===== src/rtl/reduceron_io_pkg.sv =====
// Shared widths, record kinds and sequencer states for the Reduceron output-side sequencer.
package reduceron_io_pkg;

    localparam int unsigned IO_ADDR_W = 15;
    localparam int unsigned IO_DATA_W = 15;
    localparam int unsigned RES_W     = 18;
    localparam int unsigned TAG_W     = 3;

    localparam logic KIND_IO     = 1'b0;
    localparam logic KIND_RESULT = 1'b1;

    typedef enum logic [1:0] {
        RUN   = 2'd0,
        DRAIN = 2'd1,
        EMIT  = 2'd2,
        DONE  = 2'd3
    } seq_state_t;

    typedef struct packed {
        logic [IO_ADDR_W-1:0] addr;
        logic [IO_DATA_W-1:0] data;
    } io_payload_t;

    // Result records carry the 3-bit tag zero-extended into the address field.
    function automatic logic [IO_ADDR_W-1:0] tag_addr(input logic [TAG_W-1:0] tag);
        return IO_ADDR_W'(tag);
    endfunction

endpackage


===== src/rtl/io_sync_fifo.sv =====
// Show-ahead synchronous FIFO; exposes the head and the entry behind it so the
// consumer can advance its registered view in the same cycle it pops.
module io_sync_fifo #(
    parameter int unsigned DEPTH = 8,
    parameter int unsigned WIDTH = 62
) (
    input  logic                       clock,
    input  logic                       reset,
    input  logic                       push,
    input  logic                       pop,
    input  logic [WIDTH-1:0]           wdata,
    output logic [WIDTH-1:0]           head,
    output logic [WIDTH-1:0]           next,
    output logic [$clog2(DEPTH):0]     count,
    output logic                       full,
    output logic                       empty
);

    localparam int unsigned AW = $clog2(DEPTH);
    localparam int unsigned CW = AW + 1;

    logic [WIDTH-1:0] mem [DEPTH];
    logic [AW-1:0]    rd_ptr;
    logic [AW-1:0]    wr_ptr;
    logic [AW-1:0]    rd_ptr_inc;

    assign rd_ptr_inc = rd_ptr + AW'(1);
    assign head       = mem[rd_ptr];
    assign next       = mem[rd_ptr_inc];
    assign full       = (count == CW'(DEPTH));
    assign empty      = (count == CW'(0));

    always_ff @(posedge clock or posedge reset) begin
        if (reset) begin
            rd_ptr <= '0;
            wr_ptr <= '0;
            count  <= '0;
        end else begin
            if (push) wr_ptr <= wr_ptr + AW'(1);
            if (pop)  rd_ptr <= rd_ptr_inc;
            count <= count + CW'(push) - CW'(pop);
        end
    end

    // Storage needs no reset; occupancy is tracked by the pointers and count.
    always_ff @(posedge clock) begin
        if (push) mem[wr_ptr] <= wdata;
    end

endmodule


===== src/rtl/reduceron_io_sequencer.sv =====
// Collects core IO writes into a timestamped queue and emits them, followed by the
// final result record, over one ready/valid stream to the host link.
module reduceron_io_sequencer
    import reduceron_io_pkg::*;
#(
    parameter int unsigned DEPTH = 8,
    parameter int unsigned CYC_W = 32
) (
    input  logic                 clock,
    input  logic                 reset,
    input  logic                 iowrite,
    input  logic [IO_ADDR_W-1:0] ioaddr,
    input  logic [IO_DATA_W-1:0] iowd,
    input  logic                 finish,
    input  logic [RES_W-1:0]     r,
    output logic                 out_valid,
    input  logic                 out_ready,
    output logic                 out_kind,
    output logic [IO_ADDR_W-1:0] out_addr,
    output logic [IO_DATA_W-1:0] out_data,
    output logic [CYC_W-1:0]     out_stamp,
    output logic                 done,
    output logic                 overflow,
    output logic [CYC_W-1:0]     cycles
);

    localparam int unsigned CNT_W = $clog2(DEPTH) + 1;
    localparam int unsigned PAY_W = $bits(io_payload_t);
    localparam int unsigned ENT_W = PAY_W + CYC_W;

    seq_state_t state;

    logic [ENT_W-1:0]     fifo_wdata;
    logic [ENT_W-1:0]     fifo_head;
    logic [ENT_W-1:0]     fifo_next;
    logic [CNT_W-1:0]     fifo_count;
    logic                 fifo_full;
    logic                 fifo_empty;
    io_payload_t          head_pay;
    io_payload_t          next_pay;
    logic [CYC_W-1:0]     head_stamp;
    logic [CYC_W-1:0]     next_stamp;

    logic                 xfer;
    logic                 pop;
    logic                 push;
    logic                 drop;
    logic                 drain_done;

    logic [TAG_W-1:0]     res_tag;
    logic [IO_DATA_W-1:0] res_data;
    logic [CYC_W-1:0]     res_stamp;

    // The output register mirrors the FIFO head, so an IO record is popped only on transfer.
    assign xfer       = out_valid && out_ready;
    assign pop        = xfer && (out_kind == KIND_IO);
    assign push       = (state == RUN) && iowrite && (!fifo_full || pop);
    assign drop       = (state == RUN) && iowrite && fifo_full && !pop;
    assign drain_done = fifo_empty || ((fifo_count == CNT_W'(1)) && pop);

    assign fifo_wdata               = {ioaddr, iowd, cycles};
    assign {head_pay, head_stamp}   = fifo_head;
    assign {next_pay, next_stamp}   = fifo_next;

    io_sync_fifo #(
        .DEPTH (DEPTH),
        .WIDTH (ENT_W)
    ) u_fifo (
        .clock (clock),
        .reset (reset),
        .push  (push),
        .pop   (pop),
        .wdata (fifo_wdata),
        .head  (fifo_head),
        .next  (fifo_next),
        .count (fifo_count),
        .full  (fifo_full),
        .empty (fifo_empty)
    );

    always_ff @(posedge clock or posedge reset) begin
        if (reset) begin
            state     <= RUN;
            cycles    <= '0;
            res_tag   <= '0;
            res_data  <= '0;
            res_stamp <= '0;
            overflow  <= 1'b0;
            done      <= 1'b0;
            out_valid <= 1'b0;
            out_kind  <= KIND_IO;
            out_addr  <= '0;
            out_data  <= '0;
            out_stamp <= '0;
        end else begin
            if (drop) overflow <= 1'b1;

            case (state)
                RUN: begin
                    if (finish) begin
                        state     <= DRAIN;
                        res_tag   <= r[TAG_W-1:0];
                        res_data  <= r[RES_W-1:TAG_W];
                        res_stamp <= cycles;
                    end else begin
                        cycles <= cycles + CYC_W'(1);
                    end
                end
                DRAIN: begin
                    if (drain_done) state <= EMIT;
                end
                EMIT: begin
                    if (xfer) begin
                        state <= DONE;
                        done  <= 1'b1;
                    end
                end
                DONE: begin
                end
            endcase

            // Output record register: hold while offered and not taken.
            if (state == EMIT) begin
                if (xfer) out_valid <= 1'b0;
            end else if ((state == DRAIN) && drain_done) begin
                out_valid <= 1'b1;
                out_kind  <= KIND_RESULT;
                out_addr  <= tag_addr(res_tag);
                out_data  <= res_data;
                out_stamp <= res_stamp;
            end else if (xfer && (fifo_count >= CNT_W'(2))) begin
                out_valid <= 1'b1;
                out_kind  <= KIND_IO;
                out_addr  <= next_pay.addr;
                out_data  <= next_pay.data;
                out_stamp <= next_stamp;
            end else if (!out_valid && !fifo_empty) begin
                out_valid <= 1'b1;
                out_kind  <= KIND_IO;
                out_addr  <= head_pay.addr;
                out_data  <= head_pay.data;
                out_stamp <= head_stamp;
            end else if (xfer) begin
                out_valid <= 1'b0;
            end
        end
    end

endmodule


===== config.mk =====
export PLATFORM = sky130hd
export DESIGN_NAME = reduceron_io_sequencer
export DESIGN_NICKNAME = d
export VERILOG_FILES = /design/src/rtl/reduceron_io_pkg.sv /design/src/rtl/io_sync_fifo.sv /design/src/rtl/reduceron_io_sequencer.sv
export SDC_FILE = /design/constraint.sdc
export NUM_CORES = 1
export LEC_CHECK = 0
export ABC_CLOCK_PERIOD_IN_PS = 14850
export CORE_MARGIN = 2
export CORE_UTILIZATION = 35
export CTS_CLUSTER_SIZE = 25
export DETAILED_ROUTE_END_ITERATION = 10
export PLACE_DENSITY = 0.6
export SETUP_SLACK_MARGIN = 0.02
export SLEW_MARGIN = 20
export SYNTH_ARGS = -nofsm -noshare
export SYNTH_HDL_FRONTEND = slang
export SYNTH_HIERARCHICAL = 1
export SYNTH_SLANG_ARGS = --single-unit

===== constraint.sdc =====
create_clock -name clock -period 14.85 [get_ports clock]
set_clock_uncertainty 0.15 [all_clocks]
set_input_delay 1.485 -clock clock [delete_from_list [all_inputs] [get_ports clock]]
set_output_delay 1.485 -clock clock [all_outputs]
set_load 0.005 [all_outputs]

# Word-level counts from Yosys, hierarchy flattened
# Memories as Yosys holds them, arrays and structs flattened.
# Index checks and enable logic that the tools add are counted.
[totals]
regBits = 160
ramBits = 496
inputBits = 53
word_cells = 80
n_memories = 1
[memory_table]
columns = ["memory", "depth", "word_bits", "read_ports", "rd_clocked_by_memory_dff", "write_ports", "line_no", "source"]
rows = [
  ["u_fifo.mem", 8, 62, 2, 0, 1, "io_sync_fifo.sv:22", "logic [WIDTH-1:0] mem [DEPTH];"],
]
[op_classes]
add_sub_neg = 5
n_lt_le_gt_ge = 1
n_eq_ne = 7
muxes = 23
n_bitwise = 3
n_reduce_logical = 25
[op_table]
columns = ["cell", "n"]
rows = [
  ["32-bit 2-to-1 mux", 3],
  ["15-bit 2-to-1 mux", 6],
  ["32-bit by 1-bit adder with 32-bit output (second input constant)", 1],
  ["1-bit logical AND", 10],
  ["1-bit 2-to-1 mux", 10],
  ["2-bit AND reduction", 4],
  ["3-bit by 1-bit adder with 3-bit output (second input constant)", 2],
  ["2-bit 2-to-1 mux", 3],
  ["2-bit != test (second input constant)", 3],
  ["2-bit case mux with 3 select lines", 1],
  ["3-bit nonzero test", 2],
  ["4-bit by 1-bit adder with 4-bit output", 1],
  ["4-bit by 1-bit equality test with 1-bit output (second input constant)", 1],
  ["4-bit equality test (second input constant)", 1],
  ["4-bit by 2-bit greater-or-equal comparator with 1-bit output (second input constant)", 1],
  ["1-bit logical NOT", 4],
  ["4-bit logical NOT", 1],
  ["4-bit AND reduction", 1],
  ["4-bit by 1-bit subtractor with 4-bit output", 1],
  ["1-bit NOT", 3],
  ["2-bit by 1-bit equality test with 1-bit output (second input constant)", 1],
  ["2-bit equality test (second input constant)", 1],
  ["2-bit logical NOT", 1],
  ["1-bit logical OR", 2],
]

# Logic depth before layout (Yosys ltp)
# Gate-level depths: netlist (run 1).
[logic_depth]
ltp_word = 7
mapped_depth = 10
mapped_depth_nobuf = 9

# Modules after synthesis
# Netlist (run 1), hierarchy kept.
[modules_own_cells]
columns = ["module", "instances", "cells_each", "area_each_um2", "seq_area_each_um2"]
rows = [
  ["io_sync_fifo", 1, 1427, 23857.9, 15144.5],
  ["reduceron_io_sequencer", 1, 549, 7368.3, 3753.6],
]

# Least setup slack after synthesis (run 1)
# Ideal clock, no wire load.
[synth_timing]
path_type = "input to register"
from = "input port out_ready"
to = "memory u_fifo.mem[2][0], enable pin"
arrival_time_ps = 6466
t_required_ps = 14142
path_slack_ps = 7676
cell_stages = 5
path_buffers = 0
path_cell_list = "nand2_1 > o21ai_0 > nor2b_1 > nand2_1 > nor3_1"
[synth_via]
elab_chain_cells = 6
[synth_lines]
columns = ["item", "line_no", "source"]
rows = [
  ["start, declared", "reduceron_io_sequencer.sv:17", "input logic out_ready,"],
  ["1-bit logical AND", "reduceron_io_sequencer.sv:55", "assign xfer = out_valid && out_ready;"],
  ["1-bit logical AND", "reduceron_io_sequencer.sv:56", "assign pop = xfer && (out_kind == KIND_IO);"],
  ["1-bit logical OR", "reduceron_io_sequencer.sv:57", "assign push = (state == RUN) && iowrite && (!fifo_full || pop);"],
  ["1-bit logical AND", "reduceron_io_sequencer.sv:57", ""],
  ["named net push", "reduceron_io_sequencer.sv:46", "logic push;"],
  ["1-bit 2-to-1 mux", "io_sync_fifo.sv:47", "if (push) mem[wr_ptr] <= wdata;"],
  ["1-bit 2-to-1 mux (not written as such)", "io_sync_fifo.sv:47", ""],
  ["end, declared", "io_sync_fifo.sv:22", ""],
]
# The timed path passes the listed nets, and every way through them passes these cells.

# Worst setup path after layout (run 1)
[layout_timing]
from = "register u_fifo.rd_ptr[0]"
to = "register out_data[4]"
[layout_via]
elab_chain_cells = 4
[layout_lines]
columns = ["item", "line_no", "source"]
rows = [
  ["start, declared", "io_sync_fifo.sv:23", "logic [AW-1:0] rd_ptr;"],
  ["start signal, assigned", "io_sync_fifo.sv:40", "if (pop) rd_ptr <= rd_ptr_inc;"],
  ["3-bit by 1-bit adder with 3-bit output", "io_sync_fifo.sv:27", "assign rd_ptr_inc = rd_ptr + AW'(1);"],
  ["named net u_fifo.rd_ptr_inc[1]", "io_sync_fifo.sv:25", "logic [AW-1:0] rd_ptr_inc;"],
  ["memory read 8 x 62 bit", "-", ""],
  ["named net fifo_next[36]", "reduceron_io_sequencer.sv:35", "logic [ENT_W-1:0] fifo_next;"],
  ["15-bit 2-to-1 mux", "reduceron_io_sequencer.sv:131", "end else if (xfer && (fifo_count >= CNT_W'(2))) begin"],
  ["15-bit 2-to-1 mux", "reduceron_io_sequencer.sv:125", "end else if ((state == DRAIN) && drain_done) begin"],
  ["end signal, assigned", "reduceron_io_sequencer.sv:129", "out_data <= res_data;"],
  ["end signal, assigned", "reduceron_io_sequencer.sv:135", "out_data <= next_pay.data;"],
  ["end signal, assigned", "reduceron_io_sequencer.sv:141", "out_data <= head_pay.data;"],
  ["end, declared", "reduceron_io_sequencer.sv:20", "output logic [IO_DATA_W-1:0] out_data,"],
]
# The timed path passes the listed nets, and every way through them passes these cells. The select of a mux whose other input is x is not followed.
# A chain may end at the register's enable or synchronous reset.

==> reports/results.txt, run 1 <==
The dominant synthesized flop cell was sky130_fd_sc_hd__edfxtp_1. Row generation in the floorplan step produced 109 rows. First-pass iteration count of the detailed router: 5. For the number of unique standard cell types used by synthesis, the log shows 52. The average via count per standard cell was 5.545; the power per unit of standard cell area was 212.6 mW/mm².

The worst hold slack after final layout is 320.1 ps, and the global-route wire length before repair is 120400 µm. The normalized max-slew margin is 0.2810. The clock drives 656 sinks. The final standard cell utilization of the core was 0.4121; the worst IR drop on VDD was 0.1951 mV. For the finished layout, the period the worst path requires is 5692 ps. The final-layout fill cell count was 7874. The critical path is of the register to register type. The part of the cycle the worst path needs came out at 0.3833. The synthesized netlist occupies a cell area of 0.03123 mm². The flow ran to the end, and the final reports show no timing, DRC or antenna violations. The total setup violations reported at the end of the flow was 0; the overall global routing resource usage was 0.1723.

In this run the critical register-to-register path is launched from u_fifo/rd_ptr[0]. Path type of the worst min-delay path: register to register. The tools report the root cell of the clock tree as sky130_fd_sc_hd__clkbuf_16. For the placed standard-cell area, the log shows 0.03387 mm².

The signal on the critical path passes through ha_4, buf_4, buf_4, nor2b_1, a2111oi_0, nor4_1, mux2_1, mux2_2, mux2_2. STA classifies the critical path startpoint as a register. The largest single stage delay on the critical path is 1060 ps.

Post-synthesis async set-or-reset flop share: 0.2439. Entering global routing, the biggest net connects 216 pins. Clock-pin slew was measured on the worst setup and hold paths at 60 ps.

The logs give 0 for the final count of pins violating max slew and 4 for the initial antenna violation count. The synthesized netlist cell count is 1976. The accumulated negative setup slack is 0 ps, and the area inside the core boundary is 0.08837 mm². The number of top-level pins was 151; the achievable frequency was 0.1757 GHz. The kind of end point of the critical path was a register. The multi-input combinational cells in the finished layout cover a total of 0.01165 mm². The number of buffers inserted by port buffering works out to 150. TritonCTS built the clock tree. The library cell contributing the largest single delay on the critical path was sky130_fd_sc_hd__dfrtp_4. The sequential cell area fraction in the yosys report was 0.6052. The signed area change from the synthesized netlist to the final layout was 16.64%. Data on the critical path arrives at its endpoint at 6030 ps. After detailed routing, the average wire length per cell comes to 23.87 µm. For the antenna violation net count after detailed routing, the log shows 0. After routing the design area is 0.03642 mm².

The register bit total from synthesis was 656; the internal reg-to-reg setup slack was 9160 ps. The sequential cells in the finished layout cover a total of 0.01891 mm². The number of flops mapped to enable cells by yosys was 496. Measured along the y axis, the die boundary spans 302.7 µm. The logs give 3 for the number of H-tree branching levels and 0.09162 mm² for the die outline area. Setup repair after global routing left no endpoint under its margin. For this run, the post-layout net count is 2151. The top cell type by total area after synthesis is sky130_fd_sc_hd__edfxtp_1. The final layout contains routed wiring with a total length of 79100 µm. The fraction of final layout cells with drive strength greater than 1 is 0.2543, and the post-cts repair resize count is 0. The tools report the post-CTS setup buffer count as 0.

The average instance in the mapped netlist occupies 15.80 µm². The width of the die is 302.7 µm. Number of buffers on the longest clock path: 3. Sorting the synthesized cells by area gives the leading types as sky130_fd_sc_hd__edfxtp_1, sky130_fd_sc_hd__dfrtp_1, sky130_fd_sc_hd__mux4_2, sky130_fd_sc_hd__mux2_2, sky130_fd_sc_hd__mux2i_1.

The count of hold-fix buffers inserted at cts is 0. For the via count of the first global-routing pass, the log shows 19440. The worst register-to-register path ends at out_data[4].

Once detailed placement completed, the half-perimeter wirelength came to 44930 µm. The total leakage power was 13.22 nW. The total overflow left after global routing is 0.

The total vias in the final route was 18380; the top-area cell type share of the netlist area was 0.4770. The number of DRC violations after detailed-routing iteration 0 came out at 1132. The placer's final routability congestion estimate was 0.7663. The actual slew at the worst max-slew pin came out at 1078 ps. Max-cap violations in this run came to 0.

Synthesis produced a netlist with a net count of 2043. The CTS buffer count is 75. The critical path capture point was out_data[4].

The tools report the total count of hold-check failures in the final report as 0. For this run, design rule violations remaining after detail routing come to 0. The run gives 0.3533 as the initial standard-cell utilization of the core.

The required time of the critical path is 15190 ps. Yosys printed 6 warnings. The worst setup path startpoint was u_fifo/rd_ptr[0]. Along the worst path, the maximum fanout reaches 98. For the worst flop-to-flop path, the logic depth is 9. At the later pin of the worst-skew pair, clock insertion delay measures 610 ps.
flip-flops by register name, summed over array words and instances, names as in the netlist, 2 cells and up:
name	count
res_stamp	32
u_fifo/rd_ptr	3
res_tag	3
out_data	15
u_fifo/mem	496
u_fifo/wr_ptr	3
out_addr	15
state	2
res_data	15
u_fifo/count	4
out_stamp	32
cycles	32
placed cells by master (no fill, tap or decap), types with 79 or more instances in the layout:
cell type,instances
sky130_fd_sc_hd__nor2b_1,126
sky130_fd_sc_hd__edfxtp_1,496
sky130_fd_sc_hd__clkbuf_16,79
sky130_fd_sc_hd__dfrtp_1,157
sky130_fd_sc_hd__a2111oi_0,124
sky130_fd_sc_hd__clkdlybuf4s50_1,150
sky130_fd_sc_hd__mux2i_1,125
sky130_fd_sc_hd__mux2_2,232
sky130_fd_sc_hd__mux4_2,124
sky130_fd_sc_hd__and3_1,126
stage by stage:
| stage | setup slack [ps] | instances | power (mW) |
|---|---|---|---|
| after floorplan | 7676 | 1976 | 4.935 |
| after global placement | 9391 | 3172 | 5.834 |
| after detailed placement | 9166 | 3172 | 5.914 |
| after CTS | 9176 | 3312 | 7.829 |
| after global routing | 8720 | 3314 | 8.176 |
| final | 9158 | 3314 | 7.744 |
critical path, delay by kind of cell, from the launching register on:
family	cells	cell delay, ps
AOI/OAI and AO/OA	1	510
buffers and inverters	2	1740
muxes	3	820
and+or+nand+nor	2	220
adders and majority gates	1	940
DFF	1	1060
cell usage after synthesis (all sizes together) (25+ instances only):
library cell	instances
clkbuf	76
mux2i	125
nor2b	126
mux4	124
buf	79
and3	126
xnor2	25
nor4	69
edfxtp	496
nand2	41
dfrtp	160
a2111oi	124
mux2	272
cell type report:
| type | instances | share of cell area |
|---|---|---|
| flip-flops and latches | 656 | 0.5192 |
| multi-input cells | 1150 | 0.3199 |
| clock buffers | 109 | 0.06039 |
| repair buffers | 186 | 0.04909 |
| well taps | 1165 | 0.04002 |
| clock inverters | 31 | 0.009550 |
| inverters | 15 | 0.001683 |
| diodes | 2 | 0.0001374 |
cell families (layout without fill, tap and decap cells):
logic type,Yosys count,count (layout),synth area share
and+or+nand+nor,425,425,0.08098
DFF,656,656,0.6052
xor gates and xnor gates,39,39,0.01142
AOI/OAI and AO/OA,151,151,0.04203
muxes,521,521,0.2288
buffers and inverters,170,341,0.02572
other,0,2,0
adders and majority gates,14,14,0.005850
power breakdown:
group / internal, mW / switching, mW
combinational: 1.66 / 1.72
sequential: 2.21 / 0.267
clock: 1.14 / 0.749
how the worst min path moves through the flow:
stage	slack, ps	startpoint	endpoint	depth (start not counted)
floorplan	320	done	done	1
global placement	310	done	done	1
detailed placement	320	done	done	1
CTS	320	done	done	1
global route	350	done	done	1
finish	320	done	done	1
per-layer routing:
layer | wire length [µm] | vias up | share of wire | track usage
li1 | - | 8140 | - | -
met1 | 33520 | 9628 | 0.42 | 0.2194
met2 | 39550 | 472 | 0.50 | 0.2951
met3 | 3887 | 133 | 0.049 | 0.02965
met4 | 2133 | 2 | 0.027 | 0.06287
met5 | 10 | - | 0.00013 | 0
No activity file was read; power rests on OpenSTA's default activity.
==> run 2: changes to the inputs <==
Settings changed: ABC_CLOCK_PERIOD_IN_PS 14850 to 5100, PLACE_DENSITY 0.6 to 0.62.
Clock period 14.85 ns to 5.1 ns, I/O delays scaled along.
==> run 2 against run 1 <==
Maximum frequency is 45% higher. Non-clock buffer count up 15. Total power increased to 2.9 times the previous value. Highest routed layer unchanged. Sequential cell count stayed put. Combinational power rose to 3.0 times the previous value. Final area increased by 0.40%. Die area did not move. First-iteration DRC count rose by 16%. Clock power rose to 2.8 times the previous value.
==> reports/results.txt, run 2 (synthesized netlist as in run 1, its figures left out) <==
The critical-path maximum fanout was 77. In this run the cell area measured after placement is 0.03417 mm². The placer's final routability congestion estimate is 0.7504, and the count of hold-fix buffers inserted at cts is 0.

VDD sags by at most 0.6741 mV. The fraction of final layout cells with drive strength greater than 1 is 0.2565, and the total half-perimeter wirelength after legalization and detailed placement is 46110 µm. The logs give 0.1712 for the overall global routing resource usage and 5 for the initial antenna violation count. Once detail routing completed, the nets flagged for antenna violations numbered 0.

Clock-pin slew was measured on the worst setup and hold paths at 60 ps. The register with the most flip-flops in the layout has 496 of them. Clock tree synthesis found a total of 656 sinks. The pre-CTS setup slack is 1205 ps, and the clock period minus final worst setup slack is 3915 ps. The tools report the type of origin of the critical path as a register. Measured in cells, the most critical reg-to-reg path has a length of 8.

Routed wire length per instance: 23.59 µm. The total leakage power is 13.28 nW. The path type of the worst min-delay path is primary input to asynchronous set/reset pin.

The height of the die is 302.7 µm, and the die outline area is 0.09162 mm². Registers take 0.01891 mm². The initial standard-cell utilization of the core was 0.3533; the number of buffers inserted by port buffering was 150. The number of violations of the max-capacitance limit was 0; the number of H-tree branching levels was 3. The run gives 0.01166 mm² as the area of the multi-input gates. Summing internal, switching and leakage power gives 22.53 mW. The number of clock buffers added by TritonCTS is 72. In this run the standard cell core region covers 0.08837 mm². From synthesis to final layout, the design area changed by 17.10%.

The part of the cycle the worst path needs is 0.7676, and the residual overflow from global routing is 0. Setup repair after global routing left no endpoint under its margin. Register name with the most flops: u_fifo/mem. For the arrival time at the worst endpoint, the log shows 4280 ps. The normalized max-slew margin came out at 0.2970. STA puts the critical path data required time at 5470 ps. The residual DRC count is 0, and the achievable frequency is 0.2554 GHz. Kind of end point of the critical path: a register.

In this run the count of I/O pins placed on the die edge is 151. The row count was 109. The run gives 5 as the first-pass iteration count of the detailed router. TritonCTS built the clock tree. The run finished with clean final reports.

In the post-route analysis, the smallest setup slack over all paths is 1185 ps. For the via count of the first global-routing pass, the log shows 19500. The insertion delay of the later-clocked pin in the worst-skew pair is 630 ps. After routing the design area is 0.03657 mm².

Total setup violations reported at the end of the flow: 0. Dividing total power by cell area gives a power density of 616.2 mW/mm². The actual slew at the worst max-slew pin works out to 1054 ps. The clock passes through at most 3 buffers. For the post-cts repair resize count, the log shows 0. Average via count per standard cell: 5.537. The logs give 120000 µm for the global-route wire length before repair and 0 for the total count of hold-check failures in the final report.

For the number of DRC violations after detailed-routing iteration 0, the log shows 1314. The library cell used most frequently in the layout, excluding fill and tap cells, is sky130_fd_sc_hd__edfxtp_1. The final layout contains routed wiring with a total length of 78400 µm. In the final design database the tool counted 2163 nets. The post-CTS setup buffer count is 0. In the layout the commonest cells are sky130_fd_sc_hd__edfxtp_1, sky130_fd_sc_hd__mux2_2, sky130_fd_sc_hd__dfrtp_1, sky130_fd_sc_hd__clkdlybuf4s50_1. The final count of pins violating max slew was 0. The final-layout fill cell count is 7904. Root cell of the clock tree: sky130_fd_sc_hd__clkbuf_16. The worst hold slack after final layout was 174.0 ps.

The accumulated negative setup slack is 0 ps. The classification of the worst setup path is register to register. Width of the die: 302.7 µm. The run gives 237 as the pin count of the biggest net entering global routing. Summing over every cut layer, the via total after detailed routing is 18400.
==> run 2: worst max-delay path, stage by stage (launching register included) <==
cell	delay (ps)
sky130_fd_sc_hd__dfrtp_4	920
sky130_fd_sc_hd__ha_4	720
sky130_fd_sc_hd__buf_4	480
sky130_fd_sc_hd__nor2b_1	90
sky130_fd_sc_hd__a2111oi_0	460
sky130_fd_sc_hd__nor4_1	110
sky130_fd_sc_hd__mux2_1	300
sky130_fd_sc_hd__mux2_2	260
sky130_fd_sc_hd__mux2_2	260
==> run 2: cell type report <==
type	instances	area share
Tap cell	1165	0.03986
Multi-Input combinational cell	1150	0.3190
Antenna cell	2	0.0001369
Timing Repair Buffer	201	0.05687
Inverter	15	0.001677
Clock buffer	94	0.05348
Clock inverter	40	0.01181
Sequential cell	656	0.5171
==> run 2: worst paths after layout <==
kind / from / to / slack, ps
max in group asynchronous: reset / cycles[23] / 3560
min in group clock: done / done / 320
worst max-delay path: u_fifo/rd_ptr[0] / out_stamp[21] / 1190
worst min register to register: done / done / 320
worst max register to register: u_fifo/rd_ptr[0] / out_stamp[21] / 1190
worst min-delay path: reset / u_fifo/count[2] / 170
==> run 2: per-layer routing <==
layer,share of wire,vias up,GRT usage
li1,-,8173,-
met1,0.43,9646,0.2249
met2,0.50,471,0.2926
met3,0.049,109,0.02499
met4,0.022,2,0.05430
met5,0.00017,-,0
==> run 2: metrics by stage <==
| stage | util | std cells |
|---|---|---|
| floorplan | - | 1976 |
| global placement | 0.3865 | 3186 |
| CTS | 0.4137 | 3321 |
| global route | 0.4138 | 3323 |
| finish | 0.4138 | 3323 |
| detailed placement | 0.3867 | 3187 |
==> run 2: where the power goes <==
| part | leakage, nW | switching (mW) | internal (mW) |
|---|---|---|---|
| clock network | 1.16 | 2.15 | 3.09 |
| logic | 5.40 | 5.26 | 5.00 |
| registers | 6.71 | 0.608 | 6.42 |
==> run 3: changes to the inputs <==
Settings changed: ABC_CLOCK_PERIOD_IN_PS 5100 to 3600.
Clock period 5.1 ns to 3.6 ns, I/O delays scaled along.
==> run 3 against run 2 <==
Hold slack better by 9.9 ps. Utilization rose by 0.57 points. Wire length up 2.7%. Sequential share of layout area shrank 0.70 points. Global-route usage increased by 0.43 points. Sequential power grew 40%. Total power grew 45%. Final cell count is 0.78% higher. Critical endpoint is now out_stamp[23]. Largest cell class unchanged.
==> reports/results.txt, run 3 (synthesized netlist as in run 1, its figures left out) <==
The achievable frequency came out at 0.2958 GHz. The worst-case IR drop observed on VDD is 1.002 mV. Setup repair after global routing left no endpoint under its margin. The count of cells in the finished layout, fillers not included, comes to 3349.

Clock-pin slew was measured on the worst setup and hold paths at 60 ps. The die is 302.7 µm tall. For the pin with the worst max-slew slack, the measured transition is 1029 ps.

The register name with the most flops is u_fifo/mem. TritonCTS built the clock tree. In this run the remaining antenna-violating nets after routing total 0. The worst setup path is of the register to register kind.

The total count of hold-check failures in the final report was 0. The residual overflow from global routing was 0; the row count was 109. For the number of buffers on the longest clock path, the log shows 3. The routed design could run at a clock period as short as 3381 ps. The routed wire length per instance was 24.03 µm; the via count of the first global-routing pass was 19810. TritonCTS created 72 clock buffers. The pin count of the biggest net entering global routing came out at 207.

The part of the cycle the worst path needs was 0.9392. The top cell types in the final layout, fill and taps aside, are sky130_fd_sc_hd__edfxtp_1, sky130_fd_sc_hd__mux2_2, sky130_fd_sc_hd__dfrtp_1, sky130_fd_sc_hd__clkdlybuf4s50_1. Counting tap cells, the placed design contains a total of 3213 instances. The first global-routing pass estimated 122400 µm of wire.

The run finished with clean final reports. At the end of the flow, the number of nets in the layout was 2191. The path class of the tightest hold or removal check is primary input to register. The residual DRC count is 0, and the overall global routing resource usage is 0.1756. The first-pass iteration count of the detailed router was 7.

The final layout contains routed wiring with a total length of 80490 µm. STA classifies the critical path startpoint as a register. The required time of the critical path is 3950 ps, and the critical-path maximum fanout is 49. Power spread over the standard cell area amounts to 882.1 mW/mm². Number of flip-flops under the largest register name: 496.

The fraction of final layout cells with drive strength greater than 1 is 0.2654. The tools report the kind of end point of the critical path as a register. The clock reaches the later pin of the worst-skew pair after 630 ps. Average via count per standard cell: 5.529.

Leaving out fill and tap cells, the most frequent cell in the layout is sky130_fd_sc_hd__edfxtp_1. Relative to the synthesized area, the layout overhead comes to 18.71%. The arrival time at the worst endpoint was 3730 ps; the number of H-tree branching levels was 3. The die covers 0.09162 mm². The width of the die works out to 302.7 µm.

Area inside the core boundary: 0.08837 mm². The run gives 0.3533 as the initial standard-cell utilization of the core. In the final timing run, aggregate negative setup slack is 0 ps. Post-CTS repair changed the size of 0 cells. The tools report the normalized max-slew margin as 0.3137. Total power for the finished layout comes to 32.70 mW. The initial antenna violation count was 5; the total setup violations reported at the end of the flow was 0. The number of sinks on the clock net was 656. 151 I/O pins were placed. Summed over all cells, the static leakage comes to 13.52 nW.

Max-cap violations in this run came to 0. For the final count of pins violating max slew, the log shows 0. The number of buffers inserted by port buffering is 150. The tree is rooted in a sky130_fd_sc_hd__clkbuf_16. The total vias in the final route is 18520, and the number of DRC violations after detailed-routing iteration 0 is 1213. The total half-perimeter wirelength after legalization and detailed placement was 47460 µm. Routability-driven placement finished with a final weighted congestion of 0.7654.
[run 3: area by class of cell]
| cell class | instances | area [µm²] |
|---|---|---|
| Fill cell | 7885 | 51310 |
| Multi-Input combinational cell | 1150 | 11660 |
| Sequential cell | 656 | 18910 |
| Clock buffer | 97 | 1997 |
| Tap cell | 1165 | 1458 |
| Timing Repair Buffer | 229 | 2535 |
| Antenna cell | 2 | 5.005 |
| Clock inverter | 35 | 445.4 |
| Inverter | 15 | 60.06 |
[run 3: final timing paths]
| kind | startpoint | to | slack (ps) | cells past startpoint |
|---|---|---|---|---|
| setup / recovery | u_fifo/rd_ptr[0] | out_stamp[23] | 220 | 8 |
| hold / removal | iowrite | overflow | 180 | 3 |
| setup reg to reg | u_fifo/rd_ptr[0] | out_stamp[23] | 220 | 8 |
| hold reg to reg | done | done | 330 | 1 |
| max in group asynchronous | reset | cycles[23] | 2150 | 4 |
| min in group asynchronous | reset | u_fifo/count[0] | 560 | 3 |
[run 3: critical path, stage by stage (launching register included)]
cell and delay [ps]:
sky130_fd_sc_hd__dfrtp_4 520, sky130_fd_sc_hd__ha_4 630, sky130_fd_sc_hd__buf_12 320, sky130_fd_sc_hd__nor2b_1 80
sky130_fd_sc_hd__a2111oi_0 520, sky130_fd_sc_hd__nor4_1 120, sky130_fd_sc_hd__mux2_1 350, sky130_fd_sc_hd__mux2_2 270
sky130_fd_sc_hd__mux2_2 260
[run 3: where the power goes]
part / internal (mW) / switching [mW]
Combinational: 7.50 / 7.77
Clock: 4.57 / 3.05
Sequential: 9.10 / 0.710
Total: 21.2 / 11.5
[run 3: stage by stage]
stage / setup WS [ps] / util / hold WS (ps) / cell area [µm²]
floorplan: -127.3 / - / 50.18 / 31270
global placement: 157.6 / 0.3914 / 312.3 / 34590
detailed placement: 89.05 / 0.3914 / 325.0 / 34590
CTS: 65.07 / 0.4192 / 158.0 / 37040
global route: 68.70 / 0.4195 / 204.4 / 37070
finish: 218.9 / 0.4195 / 183.9 / 37070
[run 3: repair_timing]
action / CTS / global route
hold buffers: 1 / 0
endpoints found under the setup margin: 0 / 4
buffers inserted: 0 / 1
endpoints found under the hold margin: 9 / 0
[run 3: per-layer routing]
metal  wire [µm]  up-vias  track usage  part of all wire
li1            -     8221            -                 -
met4        2020        0      0.06005             0.025
met2       40380      458       0.3015              0.50
met5           0        -            0                 0
met3        3548      138      0.02700             0.044
met1       34540     9700       0.2266              0.43
